[src/rtl/multdiv_unit_pkg.sv]
// Shared decode constants, exception codes and FSM encoding for the multiply/divide unit.
package multdiv_unit_pkg;
  localparam logic [4:0]  OPC_ALU      = 5'b00000;
  localparam logic [4:0]  ALUOP_MUL    = 5'b00110;
  localparam logic [4:0]  ALUOP_DIV    = 5'b00111;
  localparam logic [31:0] EXC_MUL_OVF  = 32'd4;
  localparam logic [31:0] EXC_DIV_ZERO = 32'd5;
  localparam logic [4:0]  REG_EXC      = 5'd30;

  typedef enum logic [1:0] {
    ST_IDLE = 2'd0,
    ST_RUN  = 2'd1,
    ST_DONE = 2'd2
  } state_t;
endpackage

[src/rtl/multdiv_datapath.sv]
// Shared shift register for radix-2 Booth multiply and restoring divide; one step per i_step.
// Next-step values are exposed so the owner can register the final result on the last step.
module multdiv_datapath #(
  parameter int WIDTH = 32
) (
  input  logic               i_clock,
  input  logic               i_rst,
  input  logic               i_load,
  input  logic               i_load_div,
  input  logic               i_step,
  input  logic [WIDTH-1:0]   i_a,
  input  logic [WIDTH-1:0]   i_b,
  output logic [2*WIDTH-1:0] o_prod_nxt,
  output logic [WIDTH-1:0]   o_quot_nxt
);
  // Multiply layout: {upper[W], multiplier[W], booth_extra}; divide: {remainder[W+1], quotient[W]}.
  logic [2*WIDTH:0] r_acc;
  logic [WIDTH-1:0] r_m;
  logic             r_div;

  logic [WIDTH:0] w_upper;
  logic [WIDTH:0] w_mcand;
  logic [WIDTH:0] w_sum;
  logic [WIDTH:0] w_shift;
  logic [WIDTH:0] w_diff;
  logic [WIDTH:0] w_rem_nxt;

  always_comb begin
    w_upper = {r_acc[2*WIDTH], r_acc[2*WIDTH:WIDTH+1]};
    w_mcand = {r_m[WIDTH-1], r_m};
    case (r_acc[1:0])
      2'b01:   w_sum = w_upper + w_mcand;
      2'b10:   w_sum = w_upper - w_mcand;
      default: w_sum = w_upper;
    endcase
    // The W+1-bit sum keeps its true sign, so the arithmetic shift never wraps.
    o_prod_nxt = {w_sum, r_acc[WIDTH:2]};

    w_shift    = r_acc[2*WIDTH-1:WIDTH-1];
    w_diff     = w_shift - {1'b0, r_m};
    w_rem_nxt  = w_diff[WIDTH] ? w_shift : w_diff;
    o_quot_nxt = {r_acc[WIDTH-2:0], ~w_diff[WIDTH]};
  end

  always_ff @(posedge i_clock or posedge i_rst) begin
    if (i_rst) begin
      r_acc <= '0;
      r_m   <= '0;
      r_div <= 1'b0;
    end else if (i_load) begin
      r_div <= i_load_div;
      r_m   <= i_b;
      r_acc <= i_load_div ? {{(WIDTH+1){1'b0}}, i_a} : {{WIDTH{1'b0}}, i_a, 1'b0};
    end else if (i_step) begin
      r_acc <= r_div ? {w_rem_nxt, o_quot_nxt} : {o_prod_nxt, r_acc[1]};
    end
  end
endmodule

[src/rtl/multdiv_unit.sv]
// Iterative signed mul/div for execute: WIDTH+1 cycles start-to-result (div-by-zero: 1 cycle).
// Stalls the front end from the start cycle through the last iteration; result is a one-cycle pulse.
module multdiv_unit
  import multdiv_unit_pkg::*;
#(
  parameter int WIDTH = 32
) (
  input  logic             clock,
  input  logic             reset,
  input  logic             in_valid,
  input  logic [31:0]      executeIR,
  input  logic [WIDTH-1:0] operandA,
  input  logic [WIDTH-1:0] operandB,
  output logic             stall,
  output logic             result_valid,
  output logic [WIDTH-1:0] result,
  output logic [31:0]      result_IR,
  output logic             exception,
  output logic [31:0]      exception_code,
  output logic             busy
);
  localparam int            CW   = $clog2(WIDTH);
  localparam logic [CW-1:0] LAST = CW'(WIDTH - 1);

  state_t          r_state;
  logic [CW-1:0]   r_cnt;
  logic [31:0]     r_ir;
  logic            r_is_div;
  logic            r_neg;
  logic            r_result_valid;
  logic [WIDTH-1:0] r_result;
  logic [31:0]     r_result_ir;
  logic            r_exc;
  logic [31:0]     r_code;

  logic             w_is_mul;
  logic             w_is_div;
  logic             w_start;
  logic [WIDTH-1:0] w_abs_a;
  logic [WIDTH-1:0] w_abs_b;
  logic [2*WIDTH-1:0] w_prod_nxt;
  logic [WIDTH-1:0] w_quot_nxt;
  logic [WIDTH-1:0] w_prod_lo;
  logic             w_ovf;
  logic [WIDTH-1:0] w_quot_signed;

  assign w_is_mul = (executeIR[31:27] == OPC_ALU) && (executeIR[6:2] == ALUOP_MUL);
  assign w_is_div = (executeIR[31:27] == OPC_ALU) && (executeIR[6:2] == ALUOP_DIV);
  assign w_start  = in_valid && (w_is_mul || w_is_div) && (r_state == ST_IDLE);

  assign w_abs_a = operandA[WIDTH-1] ? ('0 - operandA) : operandA;
  assign w_abs_b = operandB[WIDTH-1] ? ('0 - operandB) : operandB;

  assign w_prod_lo     = w_prod_nxt[WIDTH-1:0];
  assign w_ovf         = w_prod_nxt[2*WIDTH-1:WIDTH] != {WIDTH{w_prod_lo[WIDTH-1]}};
  assign w_quot_signed = r_neg ? ('0 - w_quot_nxt) : w_quot_nxt;

  multdiv_datapath #(.WIDTH(WIDTH)) u_datapath (
    .i_clock    (clock),
    .i_rst      (reset),
    .i_load     (w_start),
    .i_load_div (w_is_div),
    .i_step     (r_state == ST_RUN),
    .i_a        (w_is_div ? w_abs_a : operandA),
    .i_b        (w_is_div ? w_abs_b : operandB),
    .o_prod_nxt (w_prod_nxt),
    .o_quot_nxt (w_quot_nxt)
  );

  // Mealy in IDLE so the issuing instruction is held in X on its start cycle.
  assign stall          = w_start || (r_state == ST_RUN);
  assign busy           = r_state != ST_IDLE;
  assign result_valid   = r_result_valid;
  assign result         = r_result;
  assign result_IR      = r_result_ir;
  assign exception      = r_exc;
  assign exception_code = r_code;

  always_ff @(posedge clock or posedge reset) begin
    if (reset) begin
      r_state        <= ST_IDLE;
      r_cnt          <= '0;
      r_ir           <= '0;
      r_is_div       <= 1'b0;
      r_neg          <= 1'b0;
      r_result_valid <= 1'b0;
      r_result       <= '0;
      r_result_ir    <= '0;
      r_exc          <= 1'b0;
      r_code         <= '0;
    end else begin
      r_result_valid <= 1'b0;
      r_result       <= '0;
      r_result_ir    <= '0;
      r_exc          <= 1'b0;
      r_code         <= '0;
      case (r_state)
        ST_IDLE: begin
          if (w_start) begin
            r_ir     <= executeIR;
            r_is_div <= w_is_div;
            r_neg    <= operandA[WIDTH-1] ^ operandB[WIDTH-1];
            r_cnt    <= '0;
            if (w_is_div && (operandB == '0)) begin
              r_state        <= ST_DONE;
              r_result_valid <= 1'b1;
              r_result_ir    <= executeIR;
              r_exc          <= 1'b1;
              r_code         <= EXC_DIV_ZERO;
            end else begin
              r_state <= ST_RUN;
            end
          end
        end
        ST_RUN: begin
          if (r_cnt == LAST) begin
            r_state        <= ST_DONE;
            r_result_valid <= 1'b1;
            r_result_ir    <= r_ir;
            if (r_is_div) begin
              r_result <= w_quot_signed;
            end else begin
              r_result <= w_prod_lo;
              r_exc    <= w_ovf;
              r_code   <= w_ovf ? EXC_MUL_OVF : 32'd0;
            end
          end else begin
            r_cnt <= r_cnt + 1'b1;
          end
        end
        ST_DONE: r_state <= ST_IDLE;
        default: r_state <= ST_IDLE;
      endcase
    end
  end
endmodule

[config.mk]
export PLATFORM = sky130hd
export DESIGN_NAME = multdiv_unit
export DESIGN_NICKNAME = d
export VERILOG_FILES = /design/src/rtl/multdiv_unit_pkg.sv /design/src/rtl/multdiv_datapath.sv /design/src/rtl/multdiv_unit.sv
export SDC_FILE = /design/constraint.sdc
export NUM_CORES = 1
export LEC_CHECK = 0
export BUFFER_PORTS_ARGS = -buffer_cell sky130_fd_sc_hd__buf_2
export CAP_MARGIN = 40
export CELL_PAD_IN_SITES_DETAIL_PLACEMENT = 0
export CELL_PAD_IN_SITES_GLOBAL_PLACEMENT = 1
export CORE_UTILIZATION = 40
export DETAILED_ROUTE_END_ITERATION = 10
export PLACE_DENSITY = 0.85
export REMOVE_ABC_BUFFERS = 1
export SLEW_MARGIN = 20
export SYNTH_ARGS = -nofsm -noshare
export SYNTH_HDL_FRONTEND = slang
export SYNTH_SLANG_ARGS = --single-unit
[constraint.sdc]
create_clock -name clock -period 6.66 [get_ports clock]
set_input_delay 1.332 -clock clock [delete_from_list [all_inputs] [get_ports clock]]
set_output_delay 1.332 -clock clock [all_outputs]
set_load 0.02 [all_outputs]
**Word-level counts from Yosys, hierarchy flattened**

Index checks and enable logic that the tools add are counted.

- Equality and inequality tests: 10
- Add/subtract/negate cells: 7
- Bitwise logic cells: 2
- Reduce and logical (&&, ||, !) cells: 16
- Mux-type cells: 38

Operators by type and width:

| operator | number |
|---|---|
| $mux 32 | 11 |
| $mux 65 | 3 |
| $sub 1x32->32 const A | 3 |
| $mux 33 | 2 |
| $pmux 33 s2 | 1 |
| $pmux 32 s2 | 1 |
| $add 32x32->33 | 1 |
| $sub 32x32->33 | 1 |
| $sub 33x32->33 | 1 |
| $logic_not 32->1 | 1 |
| $ne 32x32->1 | 1 |
| $mux 3 | 5 |
| $eq 5x3->1 const B | 2 |
| $mux 5 | 2 |
| $pmux 5 s2 | 1 |
| $mux 2 | 3 |
| $ne 2x2->1 const B | 3 |
| $pmux 3 s2 | 1 |
| $reduce_bool 2->1 | 3 |
| $add 5x1->5 const B | 1 |
| $eq 5x5->1 const B | 1 |
| $logic_and 1x1->1 | 5 |
| $logic_not 5->1 | 1 |
| $mux 1 | 5 |
| other kinds (10) | 14 |

- Flip-flop bits (word level): 237
- Bits of input ports: 99
- Logic and storage cells: 86

**Depth between registers and ports, before layout**

- Depth in word-level cells: 7
- Mapped depth: 29

**By module**

A second synthesis with hierarchy kept.

- Cells, all modules: 1949
- Area, all modules: 16304.4 µm²

By module, submodules not included:

| module | instances | area each (µm²) | cells each | seq. area each (µm²) |
|---|---|---|---|---|
| multdiv_datapath | 1 | 9796.9 | 1226 | 2452.4 |
| multdiv_unit | 1 | 6507.5 | 723 | 2702.6 |

**Worst setup path after synthesis**

No wires, ideal clock.

- Path kind: flip-flop to flip-flop
- Start: reg u_datapath.r_acc[31]
- End: reg r_result[28], in the netlist result[28]
- Arrival: 6272 ps
- Cell stages (with the launch flop): 30
- Data required time: 6566 ps
- Setup slack: 294 ps
- Path buffers: 2
- Clock period less this slack: 6366 ps
- Library setup time: 94 ps
- Path through: dfrtp_1 inv_1 ha_1 inv_1 fa_1 a21o_1 a21oi_1 o21ai_0 a221o_1 nand4_1 a311oi_1 nor2_1 o211ai_1 a21o_1 a21o_1 a21o_1 ha_1 clkbuf_1 inv_1 clkbuf_1 ha_1 nand2_1 or3_1 or2_2 nand2b_1 or3_1 or4_1 o41ai_1 xor2_1 a211oi_1

- Cells in the longest elaborated chain, start to end: 7

RTL lines:

| what | RTL line | text |
|---|---|---|
| start, declared | multdiv_datapath.sv:17 | `logic [2*WIDTH:0] r_acc;` |
| start signal, assigned | multdiv_datapath.sv:53 | `r_acc <= i_load_div ? {{(WIDTH+1){1'b0}}, i_a} : {{WIDTH{1'b0}}, i_a, 1'b0};` |
| start signal, assigned | multdiv_datapath.sv:55 | `r_acc <= r_div ? {w_rem_nxt, o_quot_nxt} : {o_prod_nxt, r_acc[1]};` |
| $sub 33x32->33 | multdiv_datapath.sv:40 | `w_diff = w_shift - {1'b0, r_m};` |
| $not 1->1 | multdiv_datapath.sv:42 | `o_quot_nxt = {r_acc[WIDTH-2:0], ~w_diff[WIDTH]};` |
| $sub 1x32->32 | multdiv_unit.sv:56 | `assign w_quot_signed = r_neg ? ('0 - w_quot_nxt) : w_quot_nxt;` |
| $mux 32 | multdiv_unit.sv:56 |  |
| $mux 32 | multdiv_unit.sv:120 | `if (r_is_div) begin` |
| $mux 32 | multdiv_unit.sv:116 | `if (r_cnt == LAST) begin` |
| $mux 32 | multdiv_unit.sv:97 | `case (r_state)` |
| end signal, assigned | multdiv_unit.sv:121 | `r_result <= w_quot_signed;` |
| end signal, assigned | multdiv_unit.sv:123 | `r_result <= w_prod_lo;` |
| end, declared | multdiv_unit.sv:31 | `logic [WIDTH-1:0] r_result;` |

Every way passes these cells.
A chain may end at the register's enable or synchronous reset.

**Worst setup path in the final report**

Same ends and word-level chain as after synthesis.

==> run_results.csv <==
group,metric,value,unit
synthesis,yosysUniqueCellTypes,72,
setup_path,worst_r2r_path_depth,27,
setup_path,crit_required,7.09,ns
synthesis,synth-seq-cells,205,
place,dp.cells,2528,
sta,tightest_slew,0.827,ns
cts,cts_buffer_depth,3,
setup_path,worstPathMaxFanout,5,
synthesis,netlist_area,15800,µm²
worst_hold_path,whs_path_depth,1,
cts,clk_pin_slew,0.06,ns
global_routing,grt_util_met3,0.0330,
setup_path,rrSetupSlack,0.37,ns
synthesis,yosys_warnings,0,
setup_path,end_kind,"register",
synthesis,synthCells,1936,
sta,hold_viol,0,
sta,skew,0.00809,ns
final_layout,final_cell_mix,"223 x nand2_1, 204 x dfrtp_1, 168 x buf_2, 163 x o21ai_0, 156 x nor2_1",
die,rows,72,
global_routing,grt_pass1_wl,75.7,mm
worst_hold_path,holdPathEnd,"r_ir[3]",
drt,wl,47.4,mm
global_routing,first_global_vias,13961,
setup_path,worst-setup-path-type,"register to register",
final_layout,fin_cells,2578,
final_layout,syn2layout_area_growth,13.6,%
synthesis,synth.area.top_cells,"dfrtp_1 32%, ha_1 5.8%, xnor2_1 5.3%",
final_layout,final_common_cell,"nand2_1",
worst_hold_path,hp-class,"register to register",
place,dpl_cell_area,17000,µm²
synthesis,avgSynthCellArea,8.16,µm²
drt,routed_via_density,5.70,
drt,drc_errors,0,
place,place.gp.congestion,0.893,
sta,relSlewSlack,0.442,
global_routing,grt_overflow,0,
drt,wire_per_inst,18.4,µm
final_layout,final_layout_size_suffix_gt1_frac,0.136,
outcome,status,"finished clean",
cts,clk_latency,0.53,ns
run,max_cap_viol_count,0,
final_layout,final_area,17900,µm²
synthesis,synth_edf_count,0,
sta,tns,0,ns
drt,dr.pass1.iters,5,
pwr,p_leak,0.00803,µW
sta,fin_crit,6.29,ns
global_routing,use_met2,0.372,
setup_path,r2r_end,"result[28]",
setup_path,start_kind,"register",
die,dieArea,40300,µm²
die,coreArea,38800,µm²
final_layout,nets,2215,
global_routing,grt_max_degree,90,
sta,setup_violations,0,
setup_path,cp.arrival,6.72,ns
die,die_w,201,µm
die,io_pins,199,
synthesis,synth_area_leader_cell,"dfrtp_1",
sta,fmax,159,MHz
die,start_util,0.407,
synthesis,synthArstFlopShare,1.00,
pwr,power.density_cell_area,436,nW/µm²
synthesis,synth_ff_type,"dfrtp_1",
place,port-buffer-count,168,
global_routing,grt_busiest_layer,"met2",
global_routing,grt_use_total,0.230,
global_routing,grtUsageMet1,0.314,
sta,holdWs,0.471,ns
synthesis,synth_top_area_frac,0.325,
cts,tritoncts,"yes",
setup_path,reg2reg_from,"u_datapath.r_acc[31]",
cts,cts-root-buf,"clkbuf_16",
cts,clock_sinks,205,
die,die_y,201,µm
cts,h-tree-depth,1,
sta,slew_violations,0,
place,detailed_place_hpwl,35.0,mm
sta,fin_crit_sh,0.945,
drt,ant_nets,0,
pwr,peakVddDrop,0.000220,V
drt,dr_total_vias,14691,
sta,grt_setup_unrepaired,"no",
global_routing,antenna_found_initial,3,
drt,drt-initial-drc-count,1168,
cts,postCtsSetupBuffers,0,
cts,numCtsBuffers,23,
synthesis,ys_seq_area_frac,0.325,
worst_hold_path,hp-start,"r_ir[3]",
==> per-stage QoR <==
step | power [µW] | setup slack [ns] | util
finish | 7820 | 0.367 | 0.462
global route | 8400 | 0.0253 | 0.462
CTS | 7750 | 0.0694 | 0.458
detailed placement | 6380 | 0.158 | 0.438
global placement | 6270 | 0.226 | 0.436
floorplan | 5110 | -0.962 | -
==> how the worst max path moves through the flow <==
stage	startpoint	endpoint	slack, ns	depth (start not counted)
2_1_floorplan	executeIR[28]	result_IR[0]	-0.96	5
3_3_place_gp	u_datapath.r_acc[31]	result[28]	0.23	27
3_5_place_dp	u_datapath.r_acc[31]	result[28]	0.16	27
4_1_cts	u_datapath.r_acc[31]	result[28]	0.07	27
5_1_grt	u_datapath.r_acc[31]	result[28]	0.03	27
6_report	u_datapath.r_acc[31]	result[28]	0.37	27
==> area by class of cell <==
class                   count  area, µm²
multi-input cells        1536       9860
diodes                      2       5.00
inverters                  73        282
flip-flops and latches    205       5130
fillers                  3819      20900
clock inverters            12        153
clock buffers              30        632
repair buffers            202       1240
well taps                 518        648
==> logic make-up after synthesis <==
logic type               synth area share
multiplexers                       0.0410
buffers and inverters              0.0608
other                            0.000237
flip-flops                          0.325
AND/OR/NAND/NOR                     0.190
XOR/XNOR                           0.0870
adder cells (fa/ha/maj)            0.0603
AO/OA/AOI/OAI                       0.236
==> registers in the layout, indices dropped and copies added (netlist names) <==
name and cells:
r_ir 32, r_cnt 5, result_valid 1, u_datapath.r_m 32, result 32, u_datapath.r_acc 65, r_state 2, result_IR 32
u_datapath.r_div 1, exception_code 2, r_neg 1
==> critical path, stage by stage, from the launching register on <==
cell	delay [ns]
dfrtp_1	0.37
inv_1	0.06
ha_1	0.16
inv_1	0.05
fa_1	0.40
a21o_1	0.19
a21oi_2	0.18
o21ai_1	0.12
a221o_1	0.39
nand4_1	0.16
a311oi_1	0.16
nor2_1	0.17
o211ai_1	0.15
a21o_1	0.20
a21o_1	0.16
a21o_1	0.17
ha_1	0.33
inv_1	0.09
ha_1	0.16
nand2_1	0.06
or3_1	0.33
or2_2	0.33
nand2b_1	0.22
or3_1	0.41
or4_4	0.48
o41ai_2	0.34
xor2_1	0.11
a211oi_1	0.25
==> what timing repair did <==
action	in CTS	in global routing
gates resized for setup	0	5
hold buffers	0	0
setup endpoints to repair	0	7
==> power by group <==
group / internal, µW / total [µW] / switching (µW)
registers: 1430 / 1770 / 343
logic: 1890 / 4710 / 2820
clock network: 791 / 1330 / 542
total: 4110 / 7820 / 3710
==> synth_stat cells (4+ instances only) <==
master     count
inv_1         73
a41oi_1        5
nor2_1       157
o31ai_1       28
o211ai_1      11
a311oi_1       4
o221ai_1      15
a211oi_1      46
buf_4         31
clkbuf_1     107
buf_1         10
mux2_2        14
nor4_1        17
o21bai_1       9
xnor2_1       96
o41ai_1       14
and3_1        24
a2111oi_0      5
xor2_1        61
a31oi_1       42
dfrtp_1      205
or4_1         12
nand2b_1      24
o22ai_1       28
mux2i_1       49
o21a_1        12
nand4_1       17
or3_1         20
nor3_1        26
nor2b_1       16
a21o_1        34
ha_1          73
o21ai_0      164
a21oi_1      108
nand2_1      223
a22o_1        27
and2_1        18
nand3_1       44
and4_1         6
==> per-layer routing <==
layer	wire, µm	share of wire
met5	17	0.00036
met4	1390	0.029
met3	2880	0.061
met2	21900	0.46
met1	21200	0.45
(Power assumes the default switching activity.)
